## src/rtl/count8_down_timer.sv

```systemverilog
// ---------------------------------------------------------------------------
// count8_down_timer
//
// Loadable down-counter/timer. A loaded value is counted down to zero through
// a programmable prescaler. Reaching zero ("expiry") produces a one-cycle done
// pulse. The timer then either reloads the last loaded value and keeps
// running, or parks in EXPIRED until the next load or reset.
//
// Optional build macro:
//   COUNT8_DOWN_EXPCNT_EN - when defined, exp_cnt is a saturating count of
//                           expiries. When undefined, exp_cnt is tied to 0.
//                           The port list is the same in both builds.
//
// Ports:
//   clk          in   single clock, rising edge
//   res          in   synchronous active-high reset, highest priority
//   EN           in   count enable; 0 freezes the counter and the prescaler
//   load         in   load CNT_In into CNT and the reload register
//   CNT_In       in   [WIDTH-1:0] load value
//   presc        in   [PW-1:0] prescaler compare, tick every presc+1 cycles
//   auto_reload  in   1 = reload on expiry and keep running
//   CNT          out  [WIDTH-1:0] current count (registered)
//   busy         out  high while counting (RUN)
//   expired      out  high while parked at zero (EXPIRED)
//   done         out  one-cycle registered pulse on each expiry
//   exp_cnt      out  [7:0] expiry counter (0 unless the macro is defined)
// ---------------------------------------------------------------------------
module count8_down_timer #(
    parameter int WIDTH = 8,
    parameter int PW    = 4
) (
    input  logic             clk,
    input  logic             res,
    input  logic             EN,
    input  logic             load,
    input  logic [WIDTH-1:0] CNT_In,
    input  logic [PW-1:0]    presc,
    input  logic             auto_reload,
    output logic [WIDTH-1:0] CNT,
    output logic             busy,
    output logic             expired,
    output logic             done,
    output logic [7:0]       exp_cnt
);

    localparam logic [1:0] ST_IDLE    = 2'd0;
    localparam logic [1:0] ST_RUN     = 2'd1;
    localparam logic [1:0] ST_EXPIRED = 2'd2;

    logic [1:0]       state_q,     state_d;
    logic [WIDTH-1:0] cnt_q,       cnt_d;
    logic [WIDTH-1:0] reload_q,    reload_d;
    logic [PW-1:0]    presc_cnt_q, presc_cnt_d;
    logic             done_q,      done_d;

    // Next-state logic. load beats any tick in the same cycle, so a load that
    // lands on an expiry edge never produces a done pulse. The prescaler uses
    // >= so that lowering presc mid-run ticks immediately instead of waiting
    // for the internal counter to wrap.
    always_comb begin
        state_d     = state_q;
        cnt_d       = cnt_q;
        reload_d    = reload_q;
        presc_cnt_d = presc_cnt_q;
        done_d      = 1'b0;

        if (load) begin
            cnt_d       = CNT_In;
            reload_d    = CNT_In;
            presc_cnt_d = '0;
            state_d     = (CNT_In != '0) ? ST_RUN : ST_IDLE;
        end else if ((state_q == ST_RUN) && EN) begin
            if (presc_cnt_q >= presc) begin
                presc_cnt_d = '0;
                if (cnt_q > WIDTH'(1)) begin
                    cnt_d = cnt_q - WIDTH'(1);
                end else if (cnt_q == WIDTH'(1)) begin
                    done_d = 1'b1;
                    if (auto_reload) begin
                        cnt_d = reload_q;
                    end else begin
                        cnt_d   = '0;
                        state_d = ST_EXPIRED;
                    end
                end else begin
                    // A zero count in RUN cannot be reached through load;
                    // park safely rather than wrap around.
                    state_d = ST_EXPIRED;
                end
            end else begin
                presc_cnt_d = presc_cnt_q + PW'(1);
            end
        end
    end

    always_ff @(posedge clk) begin
        if (res) begin
            state_q     <= ST_IDLE;
            cnt_q       <= '0;
            reload_q    <= '0;
            presc_cnt_q <= '0;
            done_q      <= 1'b0;
        end else begin
            state_q     <= state_d;
            cnt_q       <= cnt_d;
            reload_q    <= reload_d;
            presc_cnt_q <= presc_cnt_d;
            done_q      <= done_d;
        end
    end

`ifdef COUNT8_DOWN_EXPCNT_EN
    logic [7:0] exp_cnt_q, exp_cnt_d;

    // Expiry counter advances on the same edge that raises done and sticks
    // at all-ones. Only res clears it; load leaves it alone.
    always_comb begin
        exp_cnt_d = exp_cnt_q;
        if (done_d && (exp_cnt_q != 8'hFF)) begin
            exp_cnt_d = exp_cnt_q + 8'd1;
        end
    end

    always_ff @(posedge clk) begin
        if (res) begin
            exp_cnt_q <= 8'h00;
        end else begin
            exp_cnt_q <= exp_cnt_d;
        end
    end

    assign exp_cnt = exp_cnt_q;
`else
    assign exp_cnt = 8'h00;
`endif

    assign CNT     = cnt_q;
    assign busy    = (state_q == ST_RUN);
    assign expired = (state_q == ST_EXPIRED);
    assign done    = done_q;

endmodule

```

## config.mk

```make
export PLATFORM = sky130hd
export DESIGN_NAME = count8_down_timer
export DESIGN_NICKNAME = d
export VERILOG_FILES = /design/src/rtl/count8_down_timer.sv
export SDC_FILE = /design/constraint.sdc
export NUM_CORES = 1
export LEC_CHECK = 0
export ABC_AREA = 1
export ABC_CLOCK_PERIOD_IN_PS = 2000
export CORE_UTILIZATION = 45
export DETAILED_ROUTE_END_ITERATION = 16
export GPL_TIMING_DRIVEN = 0
export PLACE_DENSITY = 0.76
export SLEW_MARGIN = 5
export SYNTH_ARGS = -nofsm -noshare
export SYNTH_HDL_FRONTEND = slang
export SYNTH_SLANG_ARGS = --single-unit
```

## constraint.sdc

```tcl
create_clock -name clk -period 2 [get_ports clk]
set_input_delay 0.2 -clock clk [delete_from_list [all_inputs] [get_ports clk]]
set_output_delay 0.2 -clock clk [all_outputs]
set_load 0.03 [all_outputs]
```

==> impl_metrics.env <==
export IMPL_yosysUniqueCellTypes=25
export IMPL_arrival_ns=2.05
export IMPL_total_via_count_after_detailed_routing=1448
export IMPL_async_flop_share=0
export IMPL_timing_critical_path_mode_cell="sky130_fd_sc_hd__nor2_2"
export IMPL_antenna_left=0
export IMPL_ys_top_cells_by_count="76 x sky130_fd_sc_hd__nand2_1, 27 x sky130_fd_sc_hd__inv_1, 23 x sky130_fd_sc_hd__dfxtp_1, 22 x sky130_fd_sc_hd__nand3_1, 17 x sky130_fd_sc_hd__nor2_1"
export IMPL_worst_setup_path_end_kind="register"
export IMPL_grt_util_met2=0.298
export IMPL_reg2reg_slack_ns=0.22
export IMPL_critPathRequiredTime_ns=2.27
export IMPL_critical_path_n_buffers_inverters=1
export IMPL_ioPinCount=36
export IMPL_core_area_um2=3150
export IMPL_routed_wirelength_um=3090
export IMPL_cap_viol_max_count=0
export IMPL_holdCritStartpoint="res"
export IMPL_die_width_um=60.4
export IMPL_slew_limit_headroom=0.627
export IMPL_power_density_cell_area_nw_per_um2=684
export IMPL_path_clk_slew_ns=0.13
export IMPL_r2r_worst_path_cells=9
export IMPL_final_min_clock_period_ns=1.78
export IMPL_route_detailed_wl_per_inst_um=9.88
export IMPL_finalWorstSetupSlack_ns=0.215
export IMPL_numPortBuffers=26
export IMPL_slowest_cell_on_the_critical_path="sky130_fd_sc_hd__dfxtp_1"
export IMPL_leakage_uw=0.000925
export IMPL_rr_startpoint="CNT[0]$_SDFFE_PP0P_"
export IMPL_globalRouteOverflowTotal=0
export IMPL_globalRouteMet1Util=0.269
export IMPL_fraction_of_post_synthesis_cell_area_in_the_top_cell_type_by_area=0.300
export IMPL_yosys_warnings=0
export IMPL_synth_edf_count=0
export IMPL_fin_util=0.603
export IMPL_report_final_slew_viol_count=0
export IMPL_root_buffer="sky130_fd_sc_hd__clkbuf_4"
export IMPL_run_status="completed"
export IMPL_placementRows=20
export IMPL_syn_mean_instance_area_um2=6.61
export IMPL_share_of_final_layout_standard_cells_stronger_than_drive_strength_1=0.130
export IMPL_number_of_antenna_violations_at_the_first_check_in_global_routing=0
export IMPL_drt_first_pass_iters=4
export IMPL_die_extent_in_y_um=60.4
export IMPL_drt_initial_drc_count=46
export IMPL_first_pass_grt_wire_length_um=5130
export IMPL_yosys_most_used_dff="sky130_fd_sc_hd__dfxtp_1"
export IMPL_holdPathEnd="reload_q[3]$_SDFFE_PP0P_"
export IMPL_final_hold_violation_count=0
export IMPL_postSynthCellCount=232
export IMPL_finalNetCount=294
export IMPL_cpLargestDelayFamily="simple AND/OR/NAND/NOR gates"
export IMPL_floorplan_initialDensity=0.486
export IMPL_hpwl_um=2490
export IMPL_setup_tns_final_ns=0
export IMPL_cts_htree_levels=1
export IMPL_cts_sink_count=23
export IMPL_placement_cell_area_um2=1870
export IMPL_post_synth_top_area_cell="sky130_fd_sc_hd__dfxtp_1"
export IMPL_insertedDiodeCount=0
export IMPL_cpPeakStageDelay_ns=0.37
export IMPL_rsz_0062_raised_after_global_routing="false"
export IMPL_vdd_ir_drop_worst_uv=329
export IMPL_yosys_cell_count_top_type="sky130_fd_sc_hd__nand2_1"
export IMPL_netlist_area_um2=1530
export IMPL_cts_hold_fix_buffers=0
export IMPL_cts_buffers_inserted=3
export IMPL_grt_start_max_net_pins=13
export IMPL_post_cts_buffers=0
export IMPL_gp_congestion=0.827
export IMPL_clockBufferDepth=2
export IMPL_setup_violations=0
export IMPL_timing_rr_end="CNT[0]$_SDFFE_PP0P_"
export IMPL_whs_path_depth=2
export IMPL_sequential_area_share_after_synthesis=0.300
export IMPL_global_route_peak_usage_layer="met2"
export IMPL_worst_slew_pin_slew_ns=0.558
export IMPL_finalCritPeriodShare=0.892
export IMPL_synth_seq_cells=23
export IMPL_tritoncts_clock_tree="done"
export IMPL_path_cells="inv_1 > ha_1 > o21ai_4 > nor2_8 > nor2_1 > nand2_1 > nand3_1 > nor2_2 > nor2_2"
export IMPL_crit_fanout=8
export IMPL_area_growth_syn_to_layout_pct=24.0
export IMPL_dp_worst_slack_ns=0.0489
export IMPL_dieArea_um2=3640
export IMPL_first_global_vias=1179
export IMPL_timing_worst_setup_path_type="reg -> reg"
export IMPL_finClkSkew_ns=0.00577
export IMPL_post_cts_resized=0
export IMPL_design_area_um2=1900
export IMPL_fmax_ghz=0.560
export IMPL_clk_latency_ns=0.32
export IMPL_timing_hold_ws_ns=0.270
export IMPL_ys_top_cells_by_area="sky130_fd_sc_hd__dfxtp_1 30%, sky130_fd_sc_hd__nand2_1 19%, sky130_fd_sc_hd__nand3_1 7.2%"
export IMPL_worst_hold_path_type="in -> reg"
export IMPL_globalRouteMet3Util=0.0192
export IMPL_start_kind="register"
export IMPL_grt_use_total=0.188
export IMPL_route_detailed_vias_per_inst=4.63
export IMPL_drc_errors=0
flip-flops by register name (all words and copies together), names as in the netlist:
signal	flops
CNT	8
presc_cnt_q	4
state_q	2
reload_q	8
done	1
cells in the final DEF, fill, tap and decap left out, drive strengths merged:
| master | instances |
|---|---|
| clkinv | 1 |
| inv | 27 |
| nand2 | 79 |
| clkdlybuf4s50 | 26 |
| nor4 | 3 |
| dfxtp | 23 |
| o21ai | 2 |
| conb | 8 |
| nand3 | 24 |
| nand4 | 2 |
| a21oi | 13 |
| nor2 | 34 |
| mux2i | 1 |
| clkbuf | 7 |
| xor2 | 2 |
| xnor2 | 1 |
| ha | 7 |
| buf | 9 |
where the power goes:
part           internal (uW)  switching, uW  total [uW]
Combinational            212            341         554
Clock                   78.0            146         224
Sequential               490           32.2         522
Total                    780            520        1300
worst max path at each step:
stage / to / slack, ns / cells past startpoint / from
after floorplan: CNT[5]$_SDFFE_PP0P_ / 0.16 / 9 / CNT[0]$_SDFFE_PP0P_
after global placement: CNT[2]$_SDFFE_PP0P_ / 0.07 / 10 / presc[3]
after detailed placement: CNT[3]$_SDFFE_PP0P_ / 0.05 / 10 / presc[3]
after CTS: CNT[1]$_SDFFE_PP0P_ / 0.22 / 9 / CNT[0]$_SDFFE_PP0P_
after global routing: CNT[1]$_SDFFE_PP0P_ / 0.04 / 9 / CNT[0]$_SDFFE_PP0P_
final: CNT[0]$_SDFFE_PP0P_ / 0.22 / 9 / CNT[0]$_SDFFE_PP0P_
worst reg2reg max path: cells and delay by family (launching register included):
kind,cells,cell delay [ns]
flops,1,0.37
simple gates,6,0.69
buf+inv,1,0.11
fa+ha+maj,1,0.32
compound gates,1,0.25
area by class of cell:
cell class                 instances  area (um^2)
tap                               44         55.1
sequential                        23          460
clock buffer                       4         26.3
inverter                          28          105
timing repair buffer              26          260
fill                             348         1250
buffer                            12         91.3
multi-input combinational        176          902
metrics by stage:
step	total power, uW	std cells
2_1_floorplan	939	239
3_3_place_gp	1080	309
3_5_place_dp	1080	309
4_1_cts	1300	313
5_1_grt	1380	313
6_report	1300	313
logic make-up (layout without fill, tap and decap cells):
| group | count (synthesis) | after routing | share of synthesized area |
|---|---|---|---|
| XOR/XNOR | 3 | 3 | 0.0171 |
| flip-flops | 23 | 23 | 0.300 |
| adder cells (fa/ha/maj) | 7 | 7 | 0.0571 |
| other | 1 | 8 | 0.00245 |
| AO/OA/AOI/OAI | 15 | 15 | 0.0563 |
| AND/OR/NAND/NOR | 142 | 142 | 0.432 |
| multiplexers | 1 | 1 | 0.00653 |
| buffers and inverters | 40 | 70 | 0.128 |
per-layer routing:
layer / up-vias / share of wire
met4: 0 / 0.0045
met5: - / 0
met2: 42 / 0.44
met3: 4 / 0.038
met1: 618 / 0.51
li1: 784 / -
(Power assumes the default switching activity.)
